File: config.mk
export PLATFORM = sky130hd
export DESIGN_NAME = l2cache_req_arbiter
export DESIGN_NICKNAME = d
export VERILOG_FILES = /design/src/rtl/l2cache_req_arbiter_pkg.sv /design/src/rtl/l2_arb_pick.sv /design/src/rtl/l2cache_req_arbiter.sv
export SDC_FILE = /design/constraint.sdc
export NUM_CORES = 1
export LEC_CHECK = 0
export CELL_PAD_IN_SITES_DETAIL_PLACEMENT = 0
export CELL_PAD_IN_SITES_GLOBAL_PLACEMENT = 1
export CORE_AREA = 4 4 156 143
export DETAILED_ROUTE_END_ITERATION = 12
export DIE_AREA = 0 0 160 147
export PLACE_DENSITY_LB_ADDON = 0.1
export SKIP_CTS_REPAIR_TIMING = 1
export SYNTH_ARGS = -nofsm -noshare
export SYNTH_HDL_FRONTEND = slang
export SYNTH_SLANG_ARGS = --single-unit
File: constraint.sdc
create_clock -name clk -period 2.5 [get_ports clk]
set_input_delay 0.75 -clock clk [delete_from_list [all_inputs] [get_ports clk]]
set_output_delay 0.75 -clock clk [all_outputs]
set_load 0.02 [all_outputs]
File: src/rtl/l2cache_req_arbiter_pkg.sv
// Shared encodings for the L2 request arbiter and the L2 request FSM.
package l2cache_req_arbiter_pkg;

    // L2 request source encoding on l2_from.
    localparam logic [1:0] FROM_NONE = 2'b00;
    localparam logic [1:0] FROM_I    = 2'b01;
    localparam logic [1:0] FROM_DR   = 2'b10;
    localparam logic [1:0] FROM_DW   = 2'b11;

    // Arbiter slot states.
    typedef enum logic [1:0] {
        ST_IDLE    = 2'd0,
        ST_HOLD_I  = 2'd1,
        ST_HOLD_D  = 2'd2,
        ST_HOLD_OP = 2'd3
    } arb_state_e;

    // Requester bit positions in request / exclusion / winner vectors.
    localparam int unsigned REQ_N  = 3;
    localparam int unsigned REQ_I  = 0;
    localparam int unsigned REQ_D  = 1;
    localparam int unsigned REQ_OP = 2;

    localparam int unsigned STARVE_W = 4;
    localparam int unsigned OPCODE_W = 32;

endpackage

File: src/rtl/l2_arb_pick.sv
// Fixed-priority picker (cacop > dcache > icache) with icache starvation override.
module l2_arb_pick
    import l2cache_req_arbiter_pkg::*;
(
    input  logic [REQ_N-1:0] req,
    input  logic [REQ_N-1:0] excl,
    input  logic             starve,
    output logic [REQ_N-1:0] win
);

    logic [REQ_N-1:0] avail;

    assign avail = req & ~excl;

    // One-hot winner among the requesters still eligible this cycle.
    always_comb begin
        win = '0;
        if (avail[REQ_OP]) begin
            win[REQ_OP] = 1'b1;
        end else if (avail[REQ_D] && !(starve && avail[REQ_I])) begin
            win[REQ_D] = 1'b1;
        end else if (avail[REQ_I]) begin
            win[REQ_I] = 1'b1;
        end
    end

endmodule

File: src/rtl/l2cache_req_arbiter.sv
// Single-slot arbiter from icache/dcache/cacop onto the shared L2 request port.
module l2cache_req_arbiter
    import l2cache_req_arbiter_pkg::*;
#(
    parameter int unsigned ADDR_W     = 32,
    parameter int unsigned DATA_W     = 32,
    parameter int unsigned STARVE_MAX = 4
) (
    input  logic                  clk,
    input  logic                  rstn,
    input  logic                  i_req,
    input  logic [ADDR_W-1:0]     i_addr,
    output logic                  i_grant,
    input  logic                  d_req,
    input  logic                  d_we,
    input  logic                  d_suc,
    input  logic [ADDR_W-1:0]     d_addr,
    input  logic [DATA_W-1:0]     d_wdata,
    input  logic [DATA_W/8-1:0]   d_wstrb,
    output logic                  d_grant,
    input  logic                  op_req,
    input  logic [OPCODE_W-1:0]   op_code,
    input  logic [ADDR_W-1:0]     op_addr,
    output logic                  op_grant,
    output logic [1:0]            l2_from,
    output logic                  l2_opflag,
    output logic [ADDR_W-1:0]     l2_addr,
    output logic [DATA_W-1:0]     l2_wdata,
    output logic [DATA_W/8-1:0]   l2_wstrb,
    output logic                  l2_suc,
    output logic [OPCODE_W-1:0]   l2_opcode,
    input  logic                  l2_icache_addrOK,
    input  logic                  l2_dcache_addrOK,
    input  logic                  l2_op_ack
);

    localparam int unsigned STRB_W = DATA_W / 8;

    arb_state_e              state_q, state_d;
    logic [1:0]              from_q, from_d;
    logic                    opflag_q, opflag_d;
    logic [ADDR_W-1:0]       addr_q, addr_d;
    logic [DATA_W-1:0]       wdata_q, wdata_d;
    logic [STRB_W-1:0]       wstrb_q, wstrb_d;
    logic                    suc_q, suc_d;
    logic [OPCODE_W-1:0]     opcode_q, opcode_d;
    logic [STARVE_W-1:0]     starve_q, starve_d;

    logic [REQ_N-1:0]        req_vec;
    logic [REQ_N-1:0]        excl;
    logic [REQ_N-1:0]        win;
    logic                    arb_en;
    logic                    starve;

    // Accept events: acknowledges only count when they match the held request.
    assign i_grant  = (state_q == ST_HOLD_I)  && l2_icache_addrOK;
    assign d_grant  = (state_q == ST_HOLD_D)  && l2_dcache_addrOK;
    assign op_grant = (state_q == ST_HOLD_OP) && l2_op_ack;

    // The just-granted requester still shows req this cycle, so it sits out re-arbitration.
    assign excl    = {op_grant, d_grant, i_grant};
    assign arb_en  = (state_q == ST_IDLE) || (|excl);
    assign req_vec = {op_req, d_req, i_req};
    assign starve  = (starve_q == STARVE_W'(STARVE_MAX));

    l2_arb_pick u_pick (
        .req    (req_vec),
        .excl   (excl),
        .starve (starve),
        .win    (win)
    );

    // Next slot state: latch a new winner whenever the slot is free or just accepted.
    always_comb begin
        state_d  = state_q;
        from_d   = from_q;
        opflag_d = opflag_q;
        addr_d   = addr_q;
        wdata_d  = wdata_q;
        wstrb_d  = wstrb_q;
        suc_d    = suc_q;
        opcode_d = opcode_q;
        if (arb_en) begin
            state_d  = ST_IDLE;
            from_d   = FROM_NONE;
            opflag_d = 1'b0;
            if (win[REQ_OP]) begin
                state_d  = ST_HOLD_OP;
                opflag_d = 1'b1;
                addr_d   = op_addr;
                wdata_d  = '0;
                wstrb_d  = '0;
                suc_d    = 1'b0;
                opcode_d = op_code;
            end else if (win[REQ_D]) begin
                state_d  = ST_HOLD_D;
                from_d   = d_we ? FROM_DW : FROM_DR;
                addr_d   = d_addr;
                wdata_d  = d_wdata;
                wstrb_d  = d_wstrb;
                suc_d    = d_suc;
                opcode_d = '0;
            end else if (win[REQ_I]) begin
                state_d  = ST_HOLD_I;
                from_d   = FROM_I;
                addr_d   = i_addr;
                wdata_d  = '0;
                wstrb_d  = '0;
                suc_d    = 1'b0;
                opcode_d = '0;
            end
        end
    end

    // Count dcache wins that overtook a waiting icache request.
    always_comb begin
        starve_d = starve_q;
        if (!i_req || i_grant) begin
            starve_d = '0;
        end else if (d_grant && (starve_q < STARVE_W'(STARVE_MAX))) begin
            starve_d = starve_q + STARVE_W'(1);
        end
    end

    // Slot, payload and starvation counter registers.
    always_ff @(posedge clk or negedge rstn) begin
        if (!rstn) begin
            state_q  <= ST_IDLE;
            from_q   <= FROM_NONE;
            opflag_q <= 1'b0;
            addr_q   <= '0;
            wdata_q  <= '0;
            wstrb_q  <= '0;
            suc_q    <= 1'b0;
            opcode_q <= '0;
            starve_q <= '0;
        end else begin
            state_q  <= state_d;
            from_q   <= from_d;
            opflag_q <= opflag_d;
            addr_q   <= addr_d;
            wdata_q  <= wdata_d;
            wstrb_q  <= wstrb_d;
            suc_q    <= suc_d;
            opcode_q <= opcode_d;
            starve_q <= starve_d;
        end
    end

    assign l2_from   = from_q;
    assign l2_opflag = opflag_q;
    assign l2_addr   = addr_q;
    assign l2_wdata  = wdata_q;
    assign l2_wstrb  = wstrb_q;
    assign l2_suc    = suc_q;
    assign l2_opcode = opcode_q;

endmodule
==> impl_metrics.ini, run 1 <==
[outcome]
status = finished, final reports clean

[logic_synthesis]
synthFlopType = dfrtp_1
syn_area_sq_um = 5100
ys_warn_count = 0
syn_area_per_cell_sq_um = 11.4
synth_mux_area_share_pct = 9.17
synth_top_family_by_area = compound AO/OA/AOI/OAI gates
synth-adder-area-share_pct = 0.491
async_reset_ff_share_pct = 100
ys_ff_latch = 110
syn_nets = 623
netlist_instances = 447
synth_xor_area_share_pct = 0.172
synthSimpleGateAreaFrac_pct = 11.2
synth-compound-area-share_pct = 20.4
ys_seq_area_share_pct = 54.0
synth_cell_types = 36
synth-edff-count = 0

[detailed_routing]
drt-initial-drc-count = 280
dr_total_vias = 4824
routedWlPerCell_um = 20.0
drtAntennaViolNets = 0
route.detailed.drc = 0
vias_per_cell = 4.83
drt-total-wl_um = 20000
drt_pass1_iterations = 4

[sta]
setup_tns_ps = 0
max_slew_margin_pct = 44.7
period_share_pct = 99.3
fin_skew_ps = 9.84
setup_viol = 0
fmax_mhz = 403
finalHoldWorstSlack_ps = 315
slew_viol_final = 0
fin_crit_ps = 2480
hold_violations = 0
worst_pin_slew_ps = 828

[clock_network]
path_clk_slew_ps = 80
clock-sinks = 110
tritoncts = yes
clockRootBuffer = clkbuf_16
cts_made_buffers = 9
clockBufferDepth = 2
h-tree-depth = 3
clkLatencyLatePin_ps = 350

[floorplan]
die_y_um = 147
dieArea_sq_um = 23500
rows = 50
fp.dieW_um = 160
initial_core_util_pct = 24.7
core_area_sq_um = 20600
ios = 281

[worst_hold_path]
min_path_type = in2async

[final_layout]
fin_util_pct = 42.9
nets = 910
syn2layout_area_growth_pct = 73.5
fill_cells = 1973
antennaDiodeCount = 0
layout-drive-gt1-share_pct = 13.7
design_area_sq_um = 8850

[worst_setup_path]
cpMaxStageDelayCell = or4bb_1
path_cells = clkdlybuf4s50_1 -> or4bb_1 -> a32oi_2 -> nand2b_4 -> buf_12 -> clkbuf_16 -> o21ai_0
path_max_fanout = 23
critPathLaunchType = input port
cp.arrival_ps = 2710
crit_type = in2reg
cp_top_family = buffers and inverters
critPathRequiredTime_ps = 2720
critical_path_buf_inv_count = 3
slowest_delay_ps = 550
crit_path_end_kind = flip-flop

[grt]
first_global_vias = 5175
antenna_found_initial = 0
grt_max_degree = 47
grt-ovfl-total = 0
grt_pass1_wl_um = 30200
grt_util_all_layers_pct = 16.2

[placed_design]
place_area_sq_um = 8430
portBuffers = 280
dp_hpwl_um = 14400
gp_congestion = 0.777

[power]
powerDensity_nw_per_um2 = 1110
ir_drop_mv = 0.497
total_leakage_power_nw = 3.88
power_w = 0.00984

[run]
maxCapViolCount = 0
cell usage after synthesis, drive strengths merged (2+ instances only):
| library cell | count | area [sq um] |
|---|---|---|
| nand2b | 2 | 12.5 |
| clkbuf | 29 | 111 |
| nand2 | 10 | 37.5 |
| dfrtp | 110 | 2750 |
| buf | 16 | 103 |
| or4bb | 2 | 22.5 |
| ha | 2 | 25.0 |
| o21ai | 75 | 375 |
| nor3 | 2 | 10.0 |
| mux2 | 32 | 458 |
| and3 | 33 | 206 |
| a221o | 32 | 320 |
| nor2 | 5 | 18.8 |
| nand3b | 3 | 26.3 |
| a22o | 32 | 280 |
| inv | 6 | 22.5 |
| nand3 | 43 | 215 |
registers in the layout, summed over array words and instances (netlist names):
register   cells
l2_addr       32
l2_opcode     32
l2_wdata      32
l2_wstrb       4
starve_q       4
l2_from        2
state_q        2
l2_opflag      1
l2_suc         1
metrics by stage:
stage               cells  worst slack, ps
floorplan             447              260
global route          999            -10.1
global placement      978             -536
finish                999             18.3
detailed placement    978             -593
CTS                   994             -308
cell usage in the layout (no fill, tap or decap), drive strengths merged, types with 2 or more instances in the layout:
cell type / synthesis / layout
inv: 6 / 9
clkdlybuf4s50: 0 / 276
nor3: 2 / 2
nand2b: 2 / 2
or4bb: 2 / 2
a221o: 32 / 32
nand3: 43 / 43
and3: 33 / 33
mux2: 32 / 32
nor2: 5 / 5
nand2: 10 / 10
o21ai: 75 / 75
dfrtp: 110 / 110
dlymetal6s2s: 0 / 3
buf: 16 / 40
a22o: 32 / 32
nand3b: 3 / 3
clkbuf: 29 / 13
ha: 2 / 2
clkinv: 0 / 2
final timing paths:
check / from / endpoint / slack (ps) / depth (start not counted)
max: l2_dcache_addrOK / l2_wdata[26]$_DFFE_PN0P_ / 20 / 7
min: rstn / l2_opcode[12]$_DFFE_PN0P_ / 320 / 1
max reg2reg: state_q[0]$_DFFE_PN0P_ / l2_addr[0]$_DFFE_PN0P_ / 340 / 6
min reg2reg: l2_opflag$_DFFE_PN0P_ / l2_opflag$_DFFE_PN0P_ / 480 / 2
max in group asynchronous: rstn / l2_opcode[28]$_DFFE_PN0P_ / 1500 / 2
min in group clk: l2_opflag$_DFFE_PN0P_ / l2_opflag$_DFFE_PN0P_ / 480 / 2
final cells by class:
| type | instances | area, sq um | area share (%) |
|---|---|---|---|
| repair buffers | 321 | 3270 | 37.0 |
| flip-flops and latches | 110 | 2750 | 31.1 |
| multi-input cells | 286 | 2170 | 24.5 |
| well taps | 260 | 325 | 3.68 |
| clock buffers | 11 | 253 | 2.86 |
| clock inverters | 5 | 51.3 | 0.580 |
| inverters | 6 | 22.5 | 0.255 |
kinds of logic (layout without fill, tap and decap cells):
logic type | count (synthesis) | after routing
DFF | 110 | 110
adders and majority gates | 2 | 2
xor gates and xnor gates | 1 | 1
muxes | 33 | 33
buffers and inverters | 51 | 343
AOI/OAI and AO/OA | 147 | 147
and+or+nand+nor | 103 | 103
routing by layer:
layer  global-route usage (%)  wire length [um]  vias to the layer above
met5                        0                 0                        -
met1                     20.2              8470                     2381
li1                         -                 -                     2250
met2                     27.7             10000                      171
met3                     4.32              1140                       22
met4                     4.34               393                        0
power by group:
| group | internal, W | switching, W |
|---|---|---|
| Clock | 0.000754 | 0.000710 |
| Sequential | 0.00249 | 0.000410 |
| Combinational | 0.00270 | 0.00277 |
| Total | 0.00595 | 0.00389 |
Note: power is estimated with default switching activity, not from simulation.
==> run 2: changes to the inputs <==
--- a/config.mk
+++ b/config.mk
@@ -12,6 +12,7 @@
 export DIE_AREA = 0 0 160 147
 export PLACE_DENSITY_LB_ADDON = 0.1
 export SKIP_CTS_REPAIR_TIMING = 1
+export SKIP_LAST_GASP = 1
 export SYNTH_ARGS = -nofsm -noshare
 export SYNTH_HDL_FRONTEND = slang
 export SYNTH_SLANG_ARGS = --single-unit
==> constraint.sdc (replaced) <==
create_clock -name clk -period 2.1 [get_ports clk]
set_input_delay 0.63 -clock clk [delete_from_list [all_inputs] [get_ports clk]]
set_output_delay 0.63 -clock clk [all_outputs]
set_load 0.02 [all_outputs]
==> impl_metrics.ini, run 2 (synthesized netlist as in run 1, its figures left out) <==
[detailed_routing]
vias_per_cell = 4.86
drt-total-wl_um = 21300
drtAntennaViolNets = 0
dr_total_vias = 4948
routedWlPerCell_um = 20.9
drt_pass1_iterations = 4
drt-initial-drc-count = 208
route.detailed.drc = 0

[power]
clockPowerShare_pct = 13.2
p_sw_w = 0.00493
total_leakage_power_nw = 4.08
combPwrFrac_pct = 59.5
p_sw_share_pct = 39.0
powerDensity_nw_per_um2 = 1360
p_seq_share_pct = 27.3
ir_drop_mv = 0.532
power.internal_w = 0.00771

[sta]
worst_pin_slew_ps = 647
max_slew_margin_pct = 56.9
fmax_mhz = 470
hold_violations = 0
slew_viol_final = 0
fin_skew_ps = 13.8
setup_tns_ps = -242
period_share_pct = 101
setup_slack_ps = -26.4
rsz0062_at_grt = true
fin_crit_ps = 2130
setup_viol = 23

[final_layout]
final_cell_mix = clkdlybuf4s50_1 (272), dfrtp_1 (110), o21ai_0 (62)
antennaDiodeCount = 0
layout-drive-gt1-share_pct = 16.6
nets = 931
fill_cells = 1912
final_common_cell = clkdlybuf4s50_1
fin_util_pct = 44.9
syn2layout_area_growth_pct = 81.8

[grt]
first_global_vias = 5126
antenna_found_initial = 0
grt_pass1_wl_um = 29800
use_met2_pct = 27.0
grt-ovfl-total = 0
grt_max_degree = 111
grt_util_all_layers_pct = 16.0
grt_use_met1_pct = 20.7
grt_use_met3_pct = 4.01
busiest_layer = met2

[floorplan]
fp.dieW_um = 160
dieArea_sq_um = 23500
die_y_um = 147
ios = 281
rows = 50
core_area_sq_um = 20600
initial_core_util_pct = 24.7

[clock_network]
h-tree-depth = 3
cts_made_buffers = 9
clkLatencyLatePin_ps = 350
clock-sinks = 110
clockBufferDepth = 2
clockRootBuffer = clkbuf_16
path_clk_slew_ps = 80
tritoncts = yes

[worst_hold_path]
min_path_type = in2async

[worst_setup_path]
crit_path_end_kind = flip-flop
startpoint = state_q[0]$_DFFE_PN0P_
crit_type = reg2reg
critPathRequiredTime_ps = 2330
endpoint = l2_addr[14]$_DFFE_PN0P_
r2r_setup_slack_ps = -30
critPathLaunchType = flip-flop
worstRegToRegCells = 8
cp.arrival_ps = 2350
r2r-start = state_q[0]$_DFFE_PN0P_
worstReg2RegEnd = l2_addr[14]$_DFFE_PN0P_
path_max_fanout = 7

[placed_design]
dp_hpwl_um = 13900
gp_congestion = 0.756
portBuffers = 280

[outcome]
violations = setup timing
status = finished, violations left

[run]
maxCapViolCount = 0
[run 2: cell count changes in the layout (fill, tap and decap cells not counted), sizes merged, moves of 2 or more]
cell	delta
clkdlybuf4s50	-4
clkbuf	+7
inv	-2
clkinvlp	+2
buf	+14
dlymetal6s2s	+2
[run 2: worst min path at each step]
stage | end | slack, ps | depth (start not counted)
after global routing | l2_opcode[4]$_DFFE_PN0P_ | 400 | 2
after CTS | l2_opcode[4]$_DFFE_PN0P_ | 380 | 2
after floorplan | l2_addr[0]$_DFFE_PN0P_ | 330 | 0
after global placement | l2_from[1]$_DFFE_PN0P_ | 470 | 2
final | l2_addr[21]$_DFFE_PN0P_ | 330 | 2
after detailed placement | l2_from[1]$_DFFE_PN0P_ | 480 | 2
[run 2: worst max-delay path, cell delays in order, from the launching register on]
cell and delay, ps:
dfrtp_1 420, buf_6 130, buf_6 110, nand3b_4 70, inv_2 40, o311a_4 430, clkbuf_16 200, mux2_4 300
a221o_1 290
[run 2: layout make-up]
type	count	area (sq um)	area share [%]
timing repair buffer	341	3680	39.7
clock inverter	5	43.8	0.472
tap	260	325	3.51
sequential	110	2750	29.7
inverter	6	22.5	0.243
clock buffer	10	239	2.58
multi-input combinational	287	2210	23.8
[run 2: metal layers]
layer  vias to the layer above  wire length (um)
li1                       2307                 -
met1                      2454              9360
met2                       174             10400
met3                        13              1330
met4                         0               209
met5                         -                 0
[run 2: power groups by stage]
stage               clock (W)  combinational [W]  sequential [W]
floorplan                   0            0.00212         0.00443
global placement            0            0.00638         0.00347
detailed placement          0            0.00644         0.00347
CTS                   0.00174            0.00645         0.00345
global route          0.00181            0.00797         0.00356
finish                0.00167            0.00752         0.00345
[run 2: through the flow]
stage	setup WS [ps]	std cells	total power [W]	instance area [sq um]	hold WS (ps)
2_1_floorplan	20.7	447	0.00655	5110	334
3_3_place_gp	-567	978	0.00985	8470	474
3_5_place_dp	-586	978	0.00991	8470	477
4_1_cts	-591	993	0.0116	8750	379
5_1_grt	-64.4	1019	0.0133	9280	399
6_report	-26.4	1019	0.0126	9280	331
